## src/rtl/gck_hyst_ctrl.sv

```systemverilog
// Multi-channel hysteretic clock gate.
// Each channel runs a small OFF/WAKE/ON/HOLD handshake controller whose
// "clock wanted" term, ORed with the test/force overrides, feeds a
// negative-level enable latch. The latch output is ANDed with CP, so Q
// can only change while CP is low and never produces a runt pulse.

module gck_hyst_lane #(
    parameter int CW       = 8,
    parameter int WAKE_CYC = 2
) (
    input  logic          CP,
    input  logic          CDN,
    input  logic          te,
    input  logic          req,
    input  logic          force_on,
    input  logic [CW-1:0] hold_cyc,
    output logic          ack,
    output logic          q,
    output logic          en_stat
);

    typedef enum logic [1:0] {OFF, WAKE, ON, HOLD} state_t;

    localparam logic [CW-1:0] WAKE_INIT = CW'(WAKE_CYC - 1);
    localparam logic [CW-1:0] ONE       = CW'(1);

    state_t        state, state_n;
    logic [CW-1:0] cnt, cnt_n;
    logic          ovr, en_d, lat;

    // Next-state and counter: counters load on entry, count down, never wrap.
    always_comb begin
        state_n = state;
        cnt_n   = cnt;
        case (state)
            OFF: begin
                if (req) begin
                    state_n = WAKE;
                    cnt_n   = WAKE_INIT;
                end
            end
            WAKE: begin
                if (!req) begin
                    state_n = HOLD;
                    cnt_n   = hold_cyc;
                end else if (cnt == '0) begin
                    state_n = ON;
                end else begin
                    cnt_n = cnt - ONE;
                end
            end
            ON: begin
                if (!req) begin
                    state_n = HOLD;
                    cnt_n   = hold_cyc;
                end
            end
            HOLD: begin
                // Clock never stopped in HOLD, so a new request skips WAKE.
                if (req) begin
                    state_n = ON;
                end else if (cnt == '0) begin
                    state_n = OFF;
                end else begin
                    cnt_n = cnt - ONE;
                end
            end
            default: state_n = OFF;
        endcase
    end

    // State, counter and registered ack (high exactly while in ON).
    always_ff @(posedge CP or negedge CDN) begin
        if (!CDN) begin
            state <= OFF;
            cnt   <= '0;
            ack   <= 1'b0;
        end else begin
            state <= state_n;
            cnt   <= cnt_n;
            ack   <= (state_n == ON);
        end
    end

    assign ovr  = te | force_on;
    assign en_d = (state != OFF) | ovr;

    // Enable latch: transparent while CP is low; reset clears it at once
    // unless an override is holding the clock on.
    always_latch begin
        if (!CDN && !ovr)
            lat = 1'b0;
        else if (!CP)
            lat = en_d;
    end

    assign q       = CP & lat;
    assign en_stat = lat;

endmodule

module gck_hyst_ctrl #(
    parameter int NCH      = 4,
    parameter int CW       = 8,
    parameter int WAKE_CYC = 2
) (
    input  logic           CP,
    input  logic           CDN,
    input  logic           TE,
    input  logic [NCH-1:0] REQ,
    input  logic [NCH-1:0] FORCE_ON,
    input  logic [CW-1:0]  HOLD_CYC,
    output logic [NCH-1:0] ACK,
    output logic [NCH-1:0] Q,
    output logic [NCH-1:0] EN_STAT
);

    gck_hyst_lane #(
        .CW       (CW),
        .WAKE_CYC (WAKE_CYC)
    ) u_lane [NCH-1:0] (
        .CP       (CP),
        .CDN      (CDN),
        .te       (TE),
        .req      (REQ),
        .force_on (FORCE_ON),
        .hold_cyc (HOLD_CYC),
        .ack      (ACK),
        .q        (Q),
        .en_stat  (EN_STAT)
    );

endmodule

```

## config.mk

```make
export PLATFORM = sky130hd
export DESIGN_NAME = gck_hyst_ctrl
export DESIGN_NICKNAME = d
export VERILOG_FILES = /design/src/rtl/gck_hyst_ctrl.sv
export SDC_FILE = /design/constraint.sdc
export NUM_CORES = 1
export LEC_CHECK = 0
export BUFFER_PORTS_ARGS = -buffer_cell sky130_fd_sc_hd__buf_4
export CAP_MARGIN = 10
export CORE_ASPECT_RATIO = 0.9
export CORE_UTILIZATION = 39
export DETAILED_ROUTE_END_ITERATION = 12
export PLACE_DENSITY = 0.64
export REMOVE_ABC_BUFFERS = 1
export SYNTH_ARGS = -nofsm -noshare
export SYNTH_HDL_FRONTEND = slang
export SYNTH_SLANG_ARGS = --single-unit
```

## constraint.sdc

```tcl
create_clock -name CP -period 5.8 [get_ports CP]
set_clock_uncertainty 0.1 [all_clocks]
set_input_delay 1.16 -clock CP [delete_from_list [all_inputs] [get_ports CP]]
set_output_delay 1.16 -clock CP [all_outputs]
set_load 0.03 [all_outputs]
```

==> results.py, run 1 <==
metrics = {
    "status": {
        "outcome": "finished, final reports clean",
    },
    "route": {
        "vias_per_cell": 5.682,
        "num_vias": 3182,
        "wl_per_cell_um": 16.18,
        "routed_wl_mm": 9.059,
        "drtIter0Drc": 171,
        "dr.pass1.iters": 5,
        "drc": 0,
        "ant_nets": 0,
    },
    "clocking": {
        "worstSkewPairLatency_ps": 390,
        "cts_resized": 0,
        "clk_pin_slew_ps": 210,
        "cts-hold-fix-buffers": 24,
        "postCtsSetupBuffers": 0,
        "cts_tree": "done",
    },
    "synth": {
        "synth-edff-count": 0,
        "synth.yosys.warnings": 0,
        "synth_seq_cells": 48,
        "syn_area_sq_um": 3548,
        "syn_inst": 410,
        "ys_async_sr_fraction_pct": 91.67,
        "synth_ff_type": "dfrtp_1",
        "ys_types": 65,
        "synth.avg_cell_area_sq_um": 8.655,
    },
    "worst_setup_path": {
        "critPathLaunchType": "latch",
        "required_ps": 4540,
        "crit_type": "latch to output port",
        "max_stage_delay_ps": 380,
        "worstPathMaxFanout": 2,
        "critical-path-slowest-cell": "dlxtp_1",
        "worst_ep_arrival_time_ps": 3890,
        "worstSetupEndpointType": "output port",
        "worstPathCellList": "and2_1 > buf_4",
    },
    "timing": {
        "relSlewSlack_pct": 49.52,
        "rsz0062_at_grt": "no",
        "setup_violations": 0,
        "maxSlewViolCount": 0,
        "final.setup.tns_ps": 0,
        "final_hold_viol_count": 0,
        "hold_slack_ps": 105.7,
        "tightest_slew_ps": 757.2,
    },
    "grt": {
        "grt_util_all_layers_pct": 20.67,
        "grt_pass1_vias": 3134,
        "antenna_found_initial": 0,
        "grt_pass1_wl_mm": 15.09,
        "grt_max_degree": 28,
        "overflow": 0,
    },
    "cells_and_area": {
        "nFillCells": 851,
        "diodes": 0,
        "multi_input_area_sq_um": 2117,
        "area.growth.synth_to_final_pct": 15.90,
        "fin_nets": 466,
        "drive_above_1_share_pct": 13.38,
        "seq_area_sq_um": 1161,
        "fin_cells": 560,
    },
    "die": {
        "die_y_um": 92.49,
        "rows": 32,
        "initial_core_util_pct": 40.84,
        "ios": 31,
        "die-area_sq_um": 9484,
        "core_area_sq_um": 8688,
        "die_w_um": 102.5,
    },
    "run": {
        "maxCapViolCount": 0,
    },
    "pwr": {
        "cellPowerDensity_nw_per_um2": 398.5,
        "p_total_mw": 1.639,
        "total_leakage_power_nw": 1.677,
        "irDropWorstVdd_uv": 159.7,
    },
    "hold_path": {
        "hp-class": "input pin to clock gate",
    },
    "placed_design": {
        "dp.cells": 523,
        "hpwl_mm": 5.671,
        "port_buffers": 30,
        "routabilityCongestion": 0.9300,
    },
}
==> synth_stat cells (all sizes together), types with 3 or more instances <==
| cell type | count | area, sq um |
|---|---|---|
| xnor2 | 14 | 122.6 |
| xor2 | 11 | 96.34 |
| o31ai | 5 | 37.54 |
| a31oi | 7 | 43.79 |
| a21oi | 21 | 105.1 |
| nand3 | 9 | 45.04 |
| mux2i | 10 | 100.1 |
| o22ai | 4 | 25.02 |
| ha | 8 | 100.1 |
| a221oi | 3 | 26.28 |
| a21boi | 5 | 37.54 |
| nor3b | 9 | 67.56 |
| nor2b | 7 | 43.79 |
| and2 | 8 | 50.05 |
| o221ai | 13 | 113.9 |
| o221a | 3 | 33.78 |
| or3 | 4 | 25.02 |
| o21ai | 24 | 120.1 |
| dfrtp | 44 | 1101 |
| nand2 | 36 | 137.6 |
| nor4 | 6 | 88.83 |
| clkbuf | 15 | 56.30 |
| a211o | 3 | 26.28 |
| o32a | 3 | 30.03 |
| a32oi | 3 | 26.28 |
| inv | 15 | 56.30 |
| a211oi | 3 | 22.52 |
| nand2b | 6 | 37.54 |
| nor2 | 29 | 108.9 |
| dlxtp | 4 | 60.06 |
| buf | 23 | 157.7 |
| a22oi | 16 | 120.1 |
| nor3 | 9 | 45.04 |
==> cell type report <==
class | count | area share [%]
Timing Repair Buffer | 52 | 10.95
Inverter | 15 | 1.369
Multi-Input combinational cell | 309 | 51.48
Tap cell | 119 | 3.620
Clock buffer | 17 | 4.350
Sequential cell | 48 | 28.23
==> kinds of logic after synthesis <==
kind of cell / synth area share [%]
mux: 3.456
fa+ha+maj: 2.821
compound gates: 25.95
simple gates: 21.26
xor+xnor: 6.171
buf+inv: 7.616
latches: 1.693
flops: 31.03
==> layer usage <==
metal / track usage, % / share of wire, % / up-vias
li1: - / - / 1562
met4: 9.643 / 2.3 / 0
met2: 31.44 / 46 / 100
met3: 5.434 / 5.1 / 16
met1: 27.08 / 46 / 1504
met5: 0 / 0 / -
==> state kept, by name, indices dropped and copies added (netlist names) <==
register	flops
u_lane.en_stat	4
u_lane.state	8
u_lane.ack	4
u_lane.cnt	32
==> worst paths after layout <==
check                                          to  slack, ps                from  depth (start not counted)
min in group CP                  u_lane[0].cnt[7]        470    u_lane[0].cnt[7]                          2
worst max register to register  u_lane[0].en_stat       1650  u_lane[0].state[1]                          2
worst max-delay path                         Q[0]        650   u_lane[0].en_stat                          2
min in group asynchronous        u_lane[0].cnt[2]       1100                 CDN                          2
worst min-delay path                   clock gate        110                 CDN                          5
max in group gated                     clock gate       2020                 CDN                          5
max in group asynchronous        u_lane[1].cnt[6]       2850                 CDN                          5
worst min register to register   u_lane[0].cnt[7]        470    u_lane[0].cnt[7]                          2
==> worst max-delay path: cells and delay by family (launching register included) <==
| family | cells | cell delay (ps) |
|---|---|---|
| simple gates | 1 | 130 |
| buf+inv | 1 | 150 |
| latches | 1 | 380 |
==> metrics by stage <==
| stage | cell area [sq um] | util (%) | setup WS (ps) |
|---|---|---|---|
| 3_3_place_gp | 3724 | 42.86 | 1032 |
| 4_1_cts | 4113 | 47.34 | 652.6 |
| 5_1_grt | 4113 | 47.34 | 575.3 |
| 6_report | 4113 | 47.34 | 652.7 |
| 2_1_floorplan | 3334 | - | 807.2 |
| 3_5_place_dp | 3724 | 42.86 | 1033 |
==> where the power goes <==
group	total (mW)	internal, mW	switching (mW)
Sequential	0.624	0.423	0.201
Combinational	0.583	0.293	0.290
Clock	0.432	0.213	0.219
Total	1.64	0.929	0.709
==> layout by cell type (no fill, tap or decap), types with 6 or more instances in the layout <==
master / n
xnor2_1: 14
o21ai_0: 24
nand2b_1: 6
o221ai_1: 13
nand3_1: 9
nor3_1: 9
nor3b_1: 9
a31oi_1: 7
nor2_1: 29
a22oi_1: 16
dfrtp_1: 44
dlygate4sd3_1: 24
nor2b_1: 7
inv_1: 15
ha_1: 8
mux2i_1: 10
a21oi_1: 21
and2_1: 8
xor2_1: 11
buf_4: 32
nand2_1: 35
clkbuf_8: 10
(Power assumes the default switching activity.)
==> inputs of run 2 (changes only) <==
CELL_PAD_IN_SITES_DETAIL_PLACEMENT = 0   (was unset)
CELL_PAD_IN_SITES_GLOBAL_PLACEMENT = 1   (was unset)
CTS_BUF_LIST = sky130_fd_sc_hd__clkbuf_8 sky130_fd_sc_hd__clkbuf_16   (was unset)
PLACE_DENSITY = 0.78   (was 0.64)
clock period = 5.4 ns   (was 5.8 ns; I/O delays follow)
==> run 2 against run 1 <==
Global-route usage rose by 0.22 points. Cell count up 0.36%. Count of clock-buffer cells in the layout fell by 1. Die area is the same. Flip-flop and latch count stayed put. Largest cell class unchanged.
==> results.py, run 2 (synthesized netlist as in run 1, its figures left out) <==
metrics = {
    "cells_and_area": {
        "largest_reg_flops": 32,
        "final_cell_mix": "44 x dfrtp_1, 35 x nand2_1, 33 x buf_4",
        "final_common_cell": "dfrtp_1",
        "area.growth.synth_to_final_pct": 17.52,
        "nFillCells": 826,
        "multi_input_area_sq_um": 2117,
        "largest-register": "u_lane.cnt",
        "seq_area_sq_um": 1161,
        "diodes": 0,
        "final_area_sq_um": 4170,
        "top_regs": "u_lane.cnt x32, u_lane.state x8",
        "fin_nets": 468,
        "drive_above_1_share_pct": 14.22,
    },
    "die": {
        "core_area_sq_um": 8688,
        "die-area_sq_um": 9484,
        "die_w_um": 102.5,
        "die_y_um": 92.49,
        "initial_core_util_pct": 40.84,
        "rows": 32,
        "ios": 31,
    },
    "route": {
        "met3WireLength_um": 472,
        "wl_met1_mm": 4.368,
        "dr.pass1.iters": 6,
        "ant_nets": 0,
        "routed_wl_mm": 9.323,
        "num_vias": 3263,
        "drtIter0Drc": 177,
        "vias_per_cell": 5.806,
        "top_layer": "met4",
        "drc": 0,
        "wl_per_cell_um": 16.59,
        "wl_met2_mm": 4.343,
    },
    "clocking": {
        "postCtsSetupBuffers": 0,
        "cts_tree": "done",
        "worstSkewPairLatency_ps": 420,
        "cts-hold-fix-buffers": 24,
        "clk_pin_slew_ps": 220,
        "cts_resized": 0,
    },
    "timing": {
        "tightest_slew_ps": 721.4,
        "maxSlewViolCount": 0,
        "setup_violations": 0,
        "final_hold_viol_count": 0,
        "final.setup.tns_ps": 0,
        "relSlewSlack_pct": 51.54,
        "rsz0062_at_grt": "no",
    },
    "worst_setup_path": {
        "ff2ff_path_depth": 2,
        "required_ps": 4220,
        "worst_ep_arrival_time_ps": 3890,
        "worstPathMaxFanout": 2,
        "crit_type": "latch to output port",
        "r2r-start": "u_lane[0].state[0]",
        "worstSetupEndpointType": "output port",
        "rrSetupSlack_ps": 1520,
        "cp_num_buf_inv": 1,
        "cp_top_family": "latches",
        "worstReg2RegEnd": "u_lane[0].en_stat",
        "critPathLaunchType": "latch",
        "max_stage_delay_ps": 380,
        "critical-path-slowest-cell": "dlxtp_1",
        "cp-startpoint": "u_lane[0].en_stat",
        "worstPathCellList": "and2_1 > buf_4",
    },
    "hold_path": {
        "holdPathStages": 5,
        "hp-class": "input pin to clock gate",
        "hp-start": "FORCE_ON[2]",
    },
    "pwr": {
        "power_switching_uw": 780.2,
        "pwr-share-comb_pct": 35.1,
        "cellPowerDensity_nw_per_um2": 444.6,
        "irDropWorstVdd_uv": 180.3,
        "total_leakage_power_nw": 1.711,
        "seq_power_share_pct": 35.4,
        "p_clk_share_pct": 29.5,
        "sw_frac_of_total_pct": 42.08,
        "p_int_mw": 1.074,
    },
    "grt": {
        "grt_util_all_layers_pct": 20.89,
        "antenna_found_initial": 0,
        "grt_pass1_vias": 3103,
        "grt_pass1_wl_mm": 15.28,
        "overflow": 0,
        "grt_max_degree": 27,
    },
    "run": {
        "maxCapViolCount": 0,
    },
    "placed_design": {
        "hpwl_mm": 6.008,
        "routabilityCongestion": 0.8305,
        "port_buffers": 30,
        "place_area_sq_um": 3731,
    },
    "status": {
        "outcome": "finished, final reports clean",
    },
}
run 2: worst min-delay path: cells and delay by family:
family,cells,cell delay [ps]
buffers and inverters,5,2260
run 2: cell type report:
cell class,count,share of cell area [%]
multi-input combinational,309,50.77
sequential,48,27.84
timing repair buffer,53,10.98
clock buffer,16,4.680
tap,119,3.570
inverter,15,1.350
clock inverter,2,0.8101
run 2: worst max path at each step:
stage / end / cells after the start / slack [ps]
6_report: Q[0] / 2 / 330
5_1_grt: Q[0] / 2 / 250
4_1_cts: Q[0] / 2 / 320
3_5_place_dp: u_lane[0].en_stat / 3 / 850
3_3_place_gp: u_lane[0].en_stat / 3 / 850
2_1_floorplan: Q[0] / 1 / 690
run 2: routing by layer:
metal	vias to the layer above	track usage, %
met5	-	0
met2	92	32.11
met3	16	4.755
li1	1564	-
met4	0	8.095
met1	1591	28.21
run 2: power groups by stage:
| stage | sequential (mW) | combinational [mW] | clock [mW] |
|---|---|---|---|
| finish | 0.656 | 0.651 | 0.547 |
| global route | 0.678 | 0.732 | 0.581 |
| CTS | 0.650 | 0.653 | 0.561 |
| detailed placement | 0.655 | 0.637 | 0.131 |
| global placement | 0.652 | 0.619 | 0.131 |
| floorplan | 0.633 | 0.474 | 0.0921 |
run 2: stage by stage:
step	utilization [%]	std cells	hold slack [ps]	power (mW)	worst slack, ps
finish	48.00	562	164.6	1.854	327.4
CTS	48.00	562	134.6	1.864	324.1
floorplan	-	372	-1720	1.199	687.2
global placement	42.94	524	-1637	1.402	854.7
global route	48.00	562	192.6	1.991	249.7
detailed placement	42.94	524	-1636	1.422	851.0
